**src/rtl/cook_countdown_timer.sv**
```systemverilog
// Microwave cook-time entry and MM:SS countdown: keypad/preset entry, one BCD step per second
// while cooking, +30 s quick-add, pause/door interlock and a one-cycle completion pulse.
module cook_countdown_timer #(
  parameter int TICKS_PER_SEC = 50000000
) (
  input  logic        clk,
  input  logic        reset,
  input  logic [3:0]  set_time_digit,
  input  logic        digit_strobe,
  input  logic        preset_valid,
  input  logic [15:0] preset_time,
  input  logic        start,
  input  logic        stop,
  input  logic        door_open,
  output logic [3:0]  first_second_out,
  output logic [3:0]  second_second_out,
  output logic [3:0]  first_minute_out,
  output logic [3:0]  second_minute_out,
  output logic        cooking,
  output logic        paused,
  output logic        done_pulse
);

  typedef enum logic [1:0] {S_IDLE, S_COOK, S_PAUSE, S_DONE} state_t;

  localparam int CW = (TICKS_PER_SEC > 1) ? $clog2(TICKS_PER_SEC) : 1;
  localparam logic [CW-1:0] TICK_LAST = CW'(TICKS_PER_SEC - 1);

  state_t        state_q, state_d;
  logic [15:0]   time_q, time_d;
  logic [CW-1:0] tick_q, tick_d;
  logic          digit_hist_q, preset_hist_q, start_hist_q, stop_hist_q;
  logic          cooking_q, cooking_d;
  logic          paused_q, paused_d;
  logic          done_q, done_d;

  logic          digit_rise, preset_rise, start_rise, stop_rise;
  logic          digit_ok, preset_ok, tick_last;
  logic [15:0]   dec_time;

  // Time is held as {tens-min, units-min, tens-sec, units-sec}; seconds may exceed 59 when keyed in.
  function automatic logic [15:0] bcd_dec(input logic [15:0] t);
    logic [15:0] r;
    r = t;
    if (t[3:0] != 4'd0) begin
      r[3:0] = t[3:0] - 4'd1;
    end else if (t[7:4] != 4'd0) begin
      r[7:4] = t[7:4] - 4'd1;
      r[3:0] = 4'd9;
    end else if (t[15:8] != 8'd0) begin
      r[7:0] = 8'h59;
      if (t[11:8] != 4'd0) begin
        r[11:8] = t[11:8] - 4'd1;
      end else begin
        r[11:8]  = 4'd9;
        r[15:12] = t[15:12] - 4'd1;
      end
    end
    return r;
  endfunction

  function automatic logic [15:0] bcd_add30(input logic [15:0] t);
    logic [15:0] r;
    logic [3:0]  st;
    r  = t;
    st = t[7:4] + 4'd3;
    if (st >= 4'd6) begin
      if (t[15:8] == 8'h99) begin
        r = 16'h9959;
      end else begin
        r[7:4] = st - 4'd6;
        if (t[11:8] >= 4'd9) begin
          r[11:8]  = 4'd0;
          r[15:12] = t[15:12] + 4'd1;
        end else begin
          r[11:8] = t[11:8] + 4'd1;
        end
      end
    end else begin
      r[7:4] = st;
    end
    return r;
  endfunction

  assign digit_rise  = digit_strobe & ~digit_hist_q;
  assign preset_rise = preset_valid & ~preset_hist_q;
  assign start_rise  = start & ~start_hist_q;
  assign stop_rise   = stop & ~stop_hist_q;
  assign digit_ok    = (set_time_digit <= 4'd9);
  assign preset_ok   = (preset_time[15:12] <= 4'd9) && (preset_time[11:8] <= 4'd9) &&
                       (preset_time[7:4] <= 4'd9) && (preset_time[3:0] <= 4'd9);
  assign tick_last   = (tick_q == TICK_LAST);
  assign dec_time    = bcd_dec(time_q);

  always_comb begin
    state_d = state_q;
    time_d  = time_q;
    tick_d  = tick_q;
    done_d  = 1'b0;
    case (state_q)
      S_IDLE: begin
        if (stop_rise) begin
          time_d = 16'h0000;
        end else if (start_rise) begin
          if (!door_open && time_q != 16'h0000) begin
            state_d = S_COOK;
            tick_d  = '0;
          end
        end else if (preset_rise) begin
          if (preset_ok) time_d = preset_time;
        end else if (digit_rise && digit_ok) begin
          time_d = {time_q[11:0], set_time_digit};
        end
      end
      S_COOK: begin
        if (door_open || stop_rise) begin
          state_d = S_PAUSE;
        end else begin
          tick_d = tick_last ? '0 : tick_q + 1'b1;
          if (start_rise) begin
            time_d = bcd_add30(tick_last ? dec_time : time_q);
          end else if (tick_last) begin
            time_d = dec_time;
            if (dec_time == 16'h0000) begin
              state_d = S_DONE;
              done_d  = 1'b1;
            end
          end
        end
      end
      S_PAUSE: begin
        if (stop_rise) begin
          state_d = S_IDLE;
          time_d  = 16'h0000;
        end else if (start_rise && !door_open) begin
          state_d = S_COOK;
        end
      end
      S_DONE: begin
        time_d = 16'h0000;
        if (door_open || stop_rise) begin
          state_d = S_IDLE;
        end else if (digit_rise && digit_ok) begin
          state_d = S_IDLE;
          time_d  = {12'h000, set_time_digit};
        end
      end
      default: state_d = S_IDLE;
    endcase
    cooking_d = (state_d == S_COOK);
    paused_d  = (state_d == S_PAUSE);
  end

  always_ff @(posedge clk) begin
    if (reset) begin
      state_q       <= S_IDLE;
      time_q        <= 16'h0000;
      tick_q        <= '0;
      digit_hist_q  <= 1'b0;
      preset_hist_q <= 1'b0;
      start_hist_q  <= 1'b0;
      stop_hist_q   <= 1'b0;
      cooking_q     <= 1'b0;
      paused_q      <= 1'b0;
      done_q        <= 1'b0;
    end else begin
      state_q       <= state_d;
      time_q        <= time_d;
      tick_q        <= tick_d;
      digit_hist_q  <= digit_strobe;
      preset_hist_q <= preset_valid;
      start_hist_q  <= start;
      stop_hist_q   <= stop;
      cooking_q     <= cooking_d;
      paused_q      <= paused_d;
      done_q        <= done_d;
    end
  end

  assign first_second_out  = time_q[3:0];
  assign second_second_out = time_q[7:4];
  assign first_minute_out  = time_q[11:8];
  assign second_minute_out = time_q[15:12];
  assign cooking           = cooking_q;
  assign paused            = paused_q;
  assign done_pulse        = done_q;

endmodule

```
**config.mk**
```make
export PLATFORM = sky130hd
export DESIGN_NAME = cook_countdown_timer
export DESIGN_NICKNAME = d
export VERILOG_FILES = /design/src/rtl/cook_countdown_timer.sv
export SDC_FILE = /design/constraint.sdc
export NUM_CORES = 1
export LEC_CHECK = 0
export BUFFER_PORTS_ARGS = -buffer_cell sky130_fd_sc_hd__buf_2
export CORE_ASPECT_RATIO = 1.5
export CORE_MARGIN = 3
export CORE_UTILIZATION = 60
export CTS_CLUSTER_DIAMETER = 150
export DETAILED_ROUTE_END_ITERATION = 10
export GPL_TIMING_DRIVEN = 1
export HOLD_SLACK_MARGIN = 0.08
export PLACE_DENSITY = 0.82
export SYNTH_ARGS = -nofsm -noshare
export SYNTH_HDL_FRONTEND = slang
export SYNTH_SLANG_ARGS = --single-unit
```
**constraint.sdc**
```tcl
create_clock -name clk -period 4.7 [get_ports clk]
set_clock_uncertainty 0.2 [all_clocks]
set_input_delay 0.47 -clock clk [delete_from_list [all_inputs] [get_ports clk]]
set_output_delay 0.47 -clock clk [all_outputs]
set_load 0.01 [all_outputs]
```
Yosys cells after proc, flatten, opt, wreduce, memory -nomap -nowiden:

Cells that the tools add are included.

* word-level logic and storage cells: 115
* register bits after elaboration: 51
* bits of input ports: 27
* output and inout bits: 19

* bitwise operators: 10
* equal/unequal tests: 15
* mux-type cells: 45
* reduce and logical (&&, ||, !) cells: 19
* add/sub/neg operators: 9
* $lt $le $gt $ge: 7

Operators by type and width (count)
* $mux 16: 10
* $mux 26: 5
* $pmux 16 s4: 1
* $pmux 26 s2: 1
* $mux 4: 10
* $add 26x1->26 const B: 1
* $eq 26x26->1 const B: 1
* $mux 12: 2
* $mux 8: 3
* $mux 2: 11
* $le 4x4->1 const B: 5
* $logic_not 16->1: 1
* $reduce_bool 16->1: 1
* $sub 4x1->4 const B: 4
* $reduce_bool 4->1: 3
* $ne 2x2->1 const B: 5
* $reduce_and 5->1: 2
* $add 4x1->4 const B: 2
* $eq 8x8->1 const B: 1
* $ne 4x4->1 const B: 2
* $pmux 2 s4: 1
* $reduce_bool 8->1: 1
* $eq 2x2->1 const B: 3
* $logic_and 1x1->1: 6
* 14 further kinds: 23

Longest topological paths before layout:

Gate-level depths: netlist (run 1).

* word-level depth: 13
* gate-level depth with buffers: 16
* gate-level depth less buffers: 15

Worst setup path before layout (run 1):

Ideal clock, no wire load.

* kind: flip-flop to flip-flop
* start: register tick_q[0]
* end: register time_q[6]
* path buffers: 0
* slack: 0.931 ns
* data arrival time: 3.449 ns
* period minus slack after synthesis: 3.769 ns
* data required time: 4.380 ns
* stages on the path, launching flop included: 14
* library setup time: 0.120 ns
* cells stage by stage: dfxtp_1 ha_1 nor4b_2 nand3_2 nor3_2 nand3_1 a21boi_0 ha_1 inv_1 and3_1 or2_2 ha_1 o311a_1 o31a_1

* longest elaborated chain between the ends: 9
* elaborated cells between the ends (all ways): 11

RTL lines
* start: declaration: RTL line 31 `logic [CW-1:0] tick_q, tick_d;`
* start signal: assignment: RTL line 169 `tick_q <= tick_d;`
* $eq 26x26->1 (*): RTL line 92 `assign tick_last = (tick_q == TICK_LAST);`
* $mux 16 (*)
* $add 4x2->4: RTL line 66 `st = t[7:4] + 4'd3;`
* $sub 4x3->4: RTL line 71 `r[7:4] = st - 4'd6;`
* $mux 12: RTL line 68 `if (t[15:8] == 8'h99) begin`
* $mux 4: RTL line 67 `if (st >= 4'd6) begin`
* $mux 16 (*): RTL line 120 `if (start_rise) begin`
* $mux 16 (*): RTL line 116 `if (door_open || stop_rise) begin`
* $pmux 16 s4 (*): RTL line 100 `case (state_q)`
* end signal: assignment: RTL line 168 `time_q <= time_d;`
* end: declaration: RTL line 30 `logic [15:0] time_q, time_d;`

Every way passes the cells marked *; elsewhere a longest branch is shown, timed or not. The select of a mux whose other input is x is not followed.
A chain may end at the register's enable or synchronous reset.

Final worst setup path (run 1):

* start: register time_q[0]
* end: register time_q[13]

* longest elaborated chain between the ends: 10
* elaborated cells between the ends (all ways): 14

RTL lines
* $reduce_bool 4->1 (*): RTL line 45 `if (t[3:0] != 4'd0) begin`
* $mux 12 (*): RTL line 45
* $mux 16 (*): RTL line 122 `end else if (tick_last) begin`
* branches (longest 4 deep; another with $add 4x2->4)
* $mux 16 (*): RTL line 120
* $mux 16 (*): RTL line 116
* $pmux 16 s4 (*): RTL line 100

Mark *: on every way between the ends. The select of a mux whose other input is x is not followed.

==> results of run 1 <==
==> metrics by stage <==
| step | power (mW) | cells | worst slack, ps | util [%] |
|---|---|---|---|---|
| global route | 1.37 | 629 | 98.1 | 67.0 |
| global placement | 0.954 | 621 | 731 | 65.2 |
| CTS | 1.30 | 629 | 512 | 67.0 |
| detailed placement | 0.961 | 621 | 570 | 65.2 |
| floorplan | 0.836 | 524 | 931 | - |
| finish | 1.30 | 629 | 427 | 67.0 |
==> worst paths after layout <==
kind	startpoint	end	slack [ps]	depth (start not counted)
setup reg to reg	time_q[0]	time_q[13]	430	14
hold reg to reg	tick_q[25]	tick_q[25]	290	2
hold / removal	digit_strobe	digit_hist_q	170	2
setup / recovery	time_q[0]	time_q[13]	430	14
==> cell type report <==
class                   instances  area [µm²]
multi-input cells             421        2790
repair buffers                 51         270
flip-flops and latches         51        1020
fillers                       594        2150
clock buffers                   6        82.6
inverters                      22        82.6
well taps                      76        95.1
clock inverters                 2        38.8
==> per-layer routing <==
metal  track usage (%)  part of all wire [%]
met4              17.4                   5.3
met3              4.54                   4.7
met2              55.5                    51
met1              34.2                    39
met5                 0                     0
==> cells by family (layout without fill, tap and decap cells) <==
group                      count (synthesis)  in the layout  synth area share [%]
AOI/OAI and AO/OA                        139            139                  24.3
xor gates and xnor gates                  20             20                  4.34
adders and majority gates                 15             15                  4.65
buffers and inverters                     52             81                  5.74
DFF                                       51             51                  25.3
muxes                                     13             13                  3.41
and+or+nand+nor                          234            234                  32.2
==> power by group through the flow <==
stage                     sequential (mW)  combinational (mW)  clock (mW)
after floorplan                     0.492               0.345           0
after global placement              0.505               0.449           0
after detailed placement            0.506               0.455           0
after CTS                           0.496               0.458       0.342
after global routing                0.501               0.511       0.356
final                               0.498               0.467       0.339
==> cell usage in the layout (no fill, tap or decap), types with 6 or more instances in the layout <==
master,n
a21oi_1,39
a221oi_1,9
and3_1,8
buf_2,45
buf_4,6
clkbuf_8,6
dfxtp_1,51
ha_1,15
inv_1,22
mux2i_1,7
nand2_1,49
nand3_1,15
nand4_1,17
nor2_1,59
nor2b_1,10
nor3_1,22
o21ai_0,29
or3_1,7
xor2_1,16
==> flip-flops by register name (all words and copies together), names as in the netlist <==
| signal | flops |
|---|---|
| cooking | 1 |
| digit_hist_q | 1 |
| done_pulse | 1 |
| paused | 1 |
| preset_hist_q | 1 |
| start_hist_q | 1 |
| state_q | 2 |
| stop_hist_q | 1 |
| tick_q | 26 |
| time_q | 16 |
==> results.json, run 1 <==
{
  "outcome": "completed",
  "switching_share_pct": 38.4,
  "cts_buffers": 5,
  "cts_max_level": 2,
  "p_leak_nw": 1.68,
  "yosysSeqAreaShare_pct": 25.3,
  "yosys.area.top_type_share_pct": 25.3,
  "intPower_mw": 0.803,
  "clkLatencyLatePin_ps": 320,
  "fin_crit_sh_pct": 90.9,
  "grt_max_degree": 31,
  "setup_viol": 0,
  "initial_core_util_pct": 61.8,
  "core-area_mm2": 0.00653,
  "synth_area_leaders": "dfxtp_1, nor2_1, a21oi_1, ha_1, nand2_1",
  "dpl.hpwl_um": 8920,
  "ant_nets": 0,
  "io_pins": 46,
  "clk_pin_slew_ps": 110,
  "yosys-top-cells-count": "nor2_1, dfxtp_1, nand2_1",
  "async_flop_share_pct": 0,
  "synthCells": 524,
  "critPathMaxFanout": 17,
  "die_area_mm2": 0.00776,
  "hold_class": "in2reg",
  "viasPerCell": 6.67,
  "synth_edf_count": 0,
  "worstSetupStartpointType": "register",
  "ys_ff_latch": 51,
  "fin_hold_ws_ps": 166,
  "slew_viol_final": 0,
  "cp_num_buf_inv": 2,
  "max-cap-violations": 0,
  "fmaxAchievable_ghz": 0.234,
  "ys_warn_count": 0,
  "hold_viol": 0,
  "cp-end-kind": "register",
  "relSlewSlack_pct": 49.0,
  "rsz0062_at_grt": "false",
  "cp_slowest_cell": "nor3b_4",
  "power_frac_clock_pct": 26.0,
  "syn2layout_area_growth_pct": 8.53,
  "nets": 594,
  "cpPeakStageDelay_ps": 580,
  "drive_gt1_share_pct": 16.8,
  "worst_pin_slew_ps": 765,
  "synthesis.nets": 566,
  "drtIter0Drc": 497,
  "die_h_um": 106,
  "ir_drop_v": 0.000239,
  "post-synth-top-count-cell": "nor2_1",
  "cts_sinks": 51,
  "die_width_um": 73.0,
  "routed_wirelength_um": 11900,
  "routabilityCongestion": 1.03,
  "comb_power_share_pct": 35.8,
  "crit_required_ps": 4740,
  "design_area_mm2": 0.00438,
  "vias": 4197,
  "path_class": "reg2reg",
  "first_pass_iters": 7,
  "grt_pass1_vias": 4043,
  "synth_area_mm2": 0.00403,
  "switchingPower_mw": 0.501,
  "drcViolationCount": 0,
  "max-clock-path-buffers": 2,
  "yosysTopAreaCell": "dfxtp_1",
  "p_per_area_mw_per_mm2": 298,
  "synth_top_flop_cell": "dfxtp_1",
  "grt_overflow": 0,
  "clockRootBuffer": "clkbuf_8",
  "synth.avg_cell_area_um2": 7.70,
  "grt_pass1_wl_um": 19200,
  "worstPathArrival_ps": 4310,
  "placementRows": 36,
  "ctsResizeCount": 0,
  "cts_setup_buffers": 0,
  "min_period_ps": 4270,
  "holdBufCountCts": 0,
  "synth.distinct_cells": 85,
  "cts_tree": "done",
  "n_antenna_cell": 0,
  "seqPwrFrac_pct": 38.2,
  "antenna_found_initial": 0,
  "critPathTopFamily": "simple AND/OR/NAND/NOR gates",
  "placed_area_mm2": 0.00426,
  "drt-wirelength-per-cell_um": 18.9,
  "finalSetupTns_ps": 0,
  "io_buffer_count": 45,
  "track_usage_pct": 31.2,
  "path_cells": "inv_1 > ha_1 > nor3b_4 > nand3_1 > nor3_1 > mux2_2 > inv_1 > ha_1 > nor2b_1 > a211o_2 > and2_4 > a211oi_2 > mux2_1 > o22ai_1"
}
Note: power is estimated with default switching activity, not from simulation.
==> run 2, diff against run 1 <==
Settings changed: RECOVER_POWER set to 50.
==> run 2 against run 1 <==
Critical path depth unchanged. Highest routed layer unchanged. The run now ends with capacitance limit, slew limit left. Hold slack better by 0.70 ps. Fmax decreased by 0.31%. Worst setup slack got worse by 13 ps. Critical path type unchanged.
==> results.json, run 2 (synthesis results as in run 1) <==
{
  "relSlewSlack_pct": -7.80,
  "drcViolationCount": 0,
  "die_area_mm2": 0.00776,
  "viasPerCell": 6.72,
  "final_common_cell": "nor2_1",
  "grt_pass1_vias": 4043,
  "cts_buffers": 5,
  "hold_viol": 0,
  "cts_sinks": 51,
  "hold_class": "in2reg",
  "setup_viol": 0,
  "io_buffer_count": 45,
  "max-clock-path-buffers": 2,
  "fin_ws_ps": 413,
  "antenna_found_initial": 0,
  "cts_setup_buffers": 0,
  "dpl.hpwl_um": 8920,
  "whs_endpoint": "digit_hist_q",
  "n_antenna_cell": 0,
  "ant_nets": 0,
  "nets": 594,
  "worst_pin_slew_ps": 1620,
  "outcome": "complete, but fails checks",
  "reg_top3": "tick_q (26), time_q (16), state_q (2)",
  "rr_worst_depth": 14,
  "violations": "capacitance limit, slew limit",
  "die_width_um": 73.0,
  "drt-wirelength-per-cell_um": 18.9,
  "grt_pass1_wl_um": 19200,
  "clkLatencyLatePin_ps": 320,
  "fillers": 606,
  "largest_reg_flops": 26,
  "rrSetupSlack_ps": 410,
  "fmaxAchievable_ghz": 0.233,
  "track_usage_pct": 31.2,
  "timing.rr.start": "time_q[0]",
  "die_h_um": 106,
  "post-place-ws_ps": 570,
  "io_pins": 46,
  "initial_core_util_pct": 61.8,
  "max-cap-violations": 1,
  "syn2layout_area_growth_pct": 7.72,
  "critPathMaxFanout": 17,
  "regMostFlops": "tick_q",
  "cts_max_level": 2,
  "worstReg2RegEnd": "time_q[13]",
  "grt_max_degree": 31,
  "ir_drop_v": 0.000242,
  "routed_wirelength_um": 11900,
  "cp-end-kind": "register",
  "drive_gt1_share_pct": 13.0,
  "min_delay_path_depth": 2,
  "p_per_area_mw_per_mm2": 299,
  "crit_required_ps": 4730,
  "min_period_ps": 4290,
  "fin_hold_ws_ps": 167,
  "fin_crit_sh_pct": 91.2,
  "placementRows": 36,
  "rsz0062_at_grt": "false",
  "holdBufCountCts": 0,
  "cts_tree": "done",
  "path_class": "reg2reg",
  "finalSetupTns_ps": 0,
  "worstSetupStartpointType": "register",
  "clockRootBuffer": "clkbuf_8",
  "core-area_mm2": 0.00653,
  "slew_viol_final": 31,
  "hold_path_startpoint": "digit_strobe",
  "first_pass_iters": 6,
  "clk_pin_slew_ps": 110,
  "routabilityCongestion": 1.03,
  "ctsResizeCount": 0,
  "grt_overflow": 0,
  "vias": 4225,
  "worstPathArrival_ps": 4320,
  "p_leak_nw": 1.60,
  "final_cell_mix": "nor2_1, dfxtp_1, nand2_1",
  "drtIter0Drc": 506,
  "finalPower_mw": 1.30
}
## run 2: cell types whose count changed in the layout (fill, tap and decap cells not counted)
cell	previous run	this run
nand3_2	2	1
clkbuf_1	0	20
nand3_1	15	16
buf_2	45	26
buf_4	6	5
## run 2: through the flow
stage	util (%)	instance area, µm²	cells
after CTS	67.0	4380	629
after detailed placement	65.2	4260	621
after floorplan	-	4030	524
after global placement	65.2	4260	621
final	66.5	4350	629
after global routing	66.5	4350	629
## run 2: power breakdown
| group | internal [mW] | switching, mW |
|---|---|---|
| clock | 0.175 | 0.164 |
| sequential | 0.453 | 0.0451 |
| combinational | 0.170 | 0.293 |
| total | 0.798 | 0.502 |
## run 2: worst max path at each step
| stage | startpoint | end | slack [ps] | cells past startpoint |
|---|---|---|---|---|
| after floorplan | tick_q[0] | time_q[6] | 930 | 13 |
| after global placement | time_q[0] | time_q[13] | 730 | 14 |
| after detailed placement | time_q[0] | time_q[13] | 570 | 14 |
| after CTS | time_q[0] | time_q[13] | 510 | 14 |
| after global routing | time_q[0] | time_q[9] | 100 | 15 |
| final | time_q[0] | time_q[13] | 410 | 14 |
## run 2: metal layers
metal  vias to the layer above  routed length (µm)  track usage [%]
li1                       1990                   -                -
met1                      2013                4550             34.2
met2                       173                6090             55.5
met3                        49                 633             4.54
met4                         0                 629             17.4
met5                         -                   0                0
## run 2: layout make-up
cell class,instances,area (µm²),area share [%]
clock buffer,6,82.6,1.90
clock inverter,2,38.8,0.893
inverter,22,82.6,1.90
multi-input combinational,421,2780,64.0
sequential,51,1020,23.5
tap,76,95.1,2.19
timing repair buffer,51,243,5.59
## run 2: worst max-delay path: stages, from the launching register on
cell and delay [ps]:
dfxtp_1 380, inv_1 170, ha_1 240, nor3b_4 570
nand3_1 240, nor3_1 220, mux2_2 400, inv_1 100
ha_1 170, nor2b_1 70, a211o_2 340, and2_4 140
a211oi_2 450, mux2_1 380, o22ai_1 100
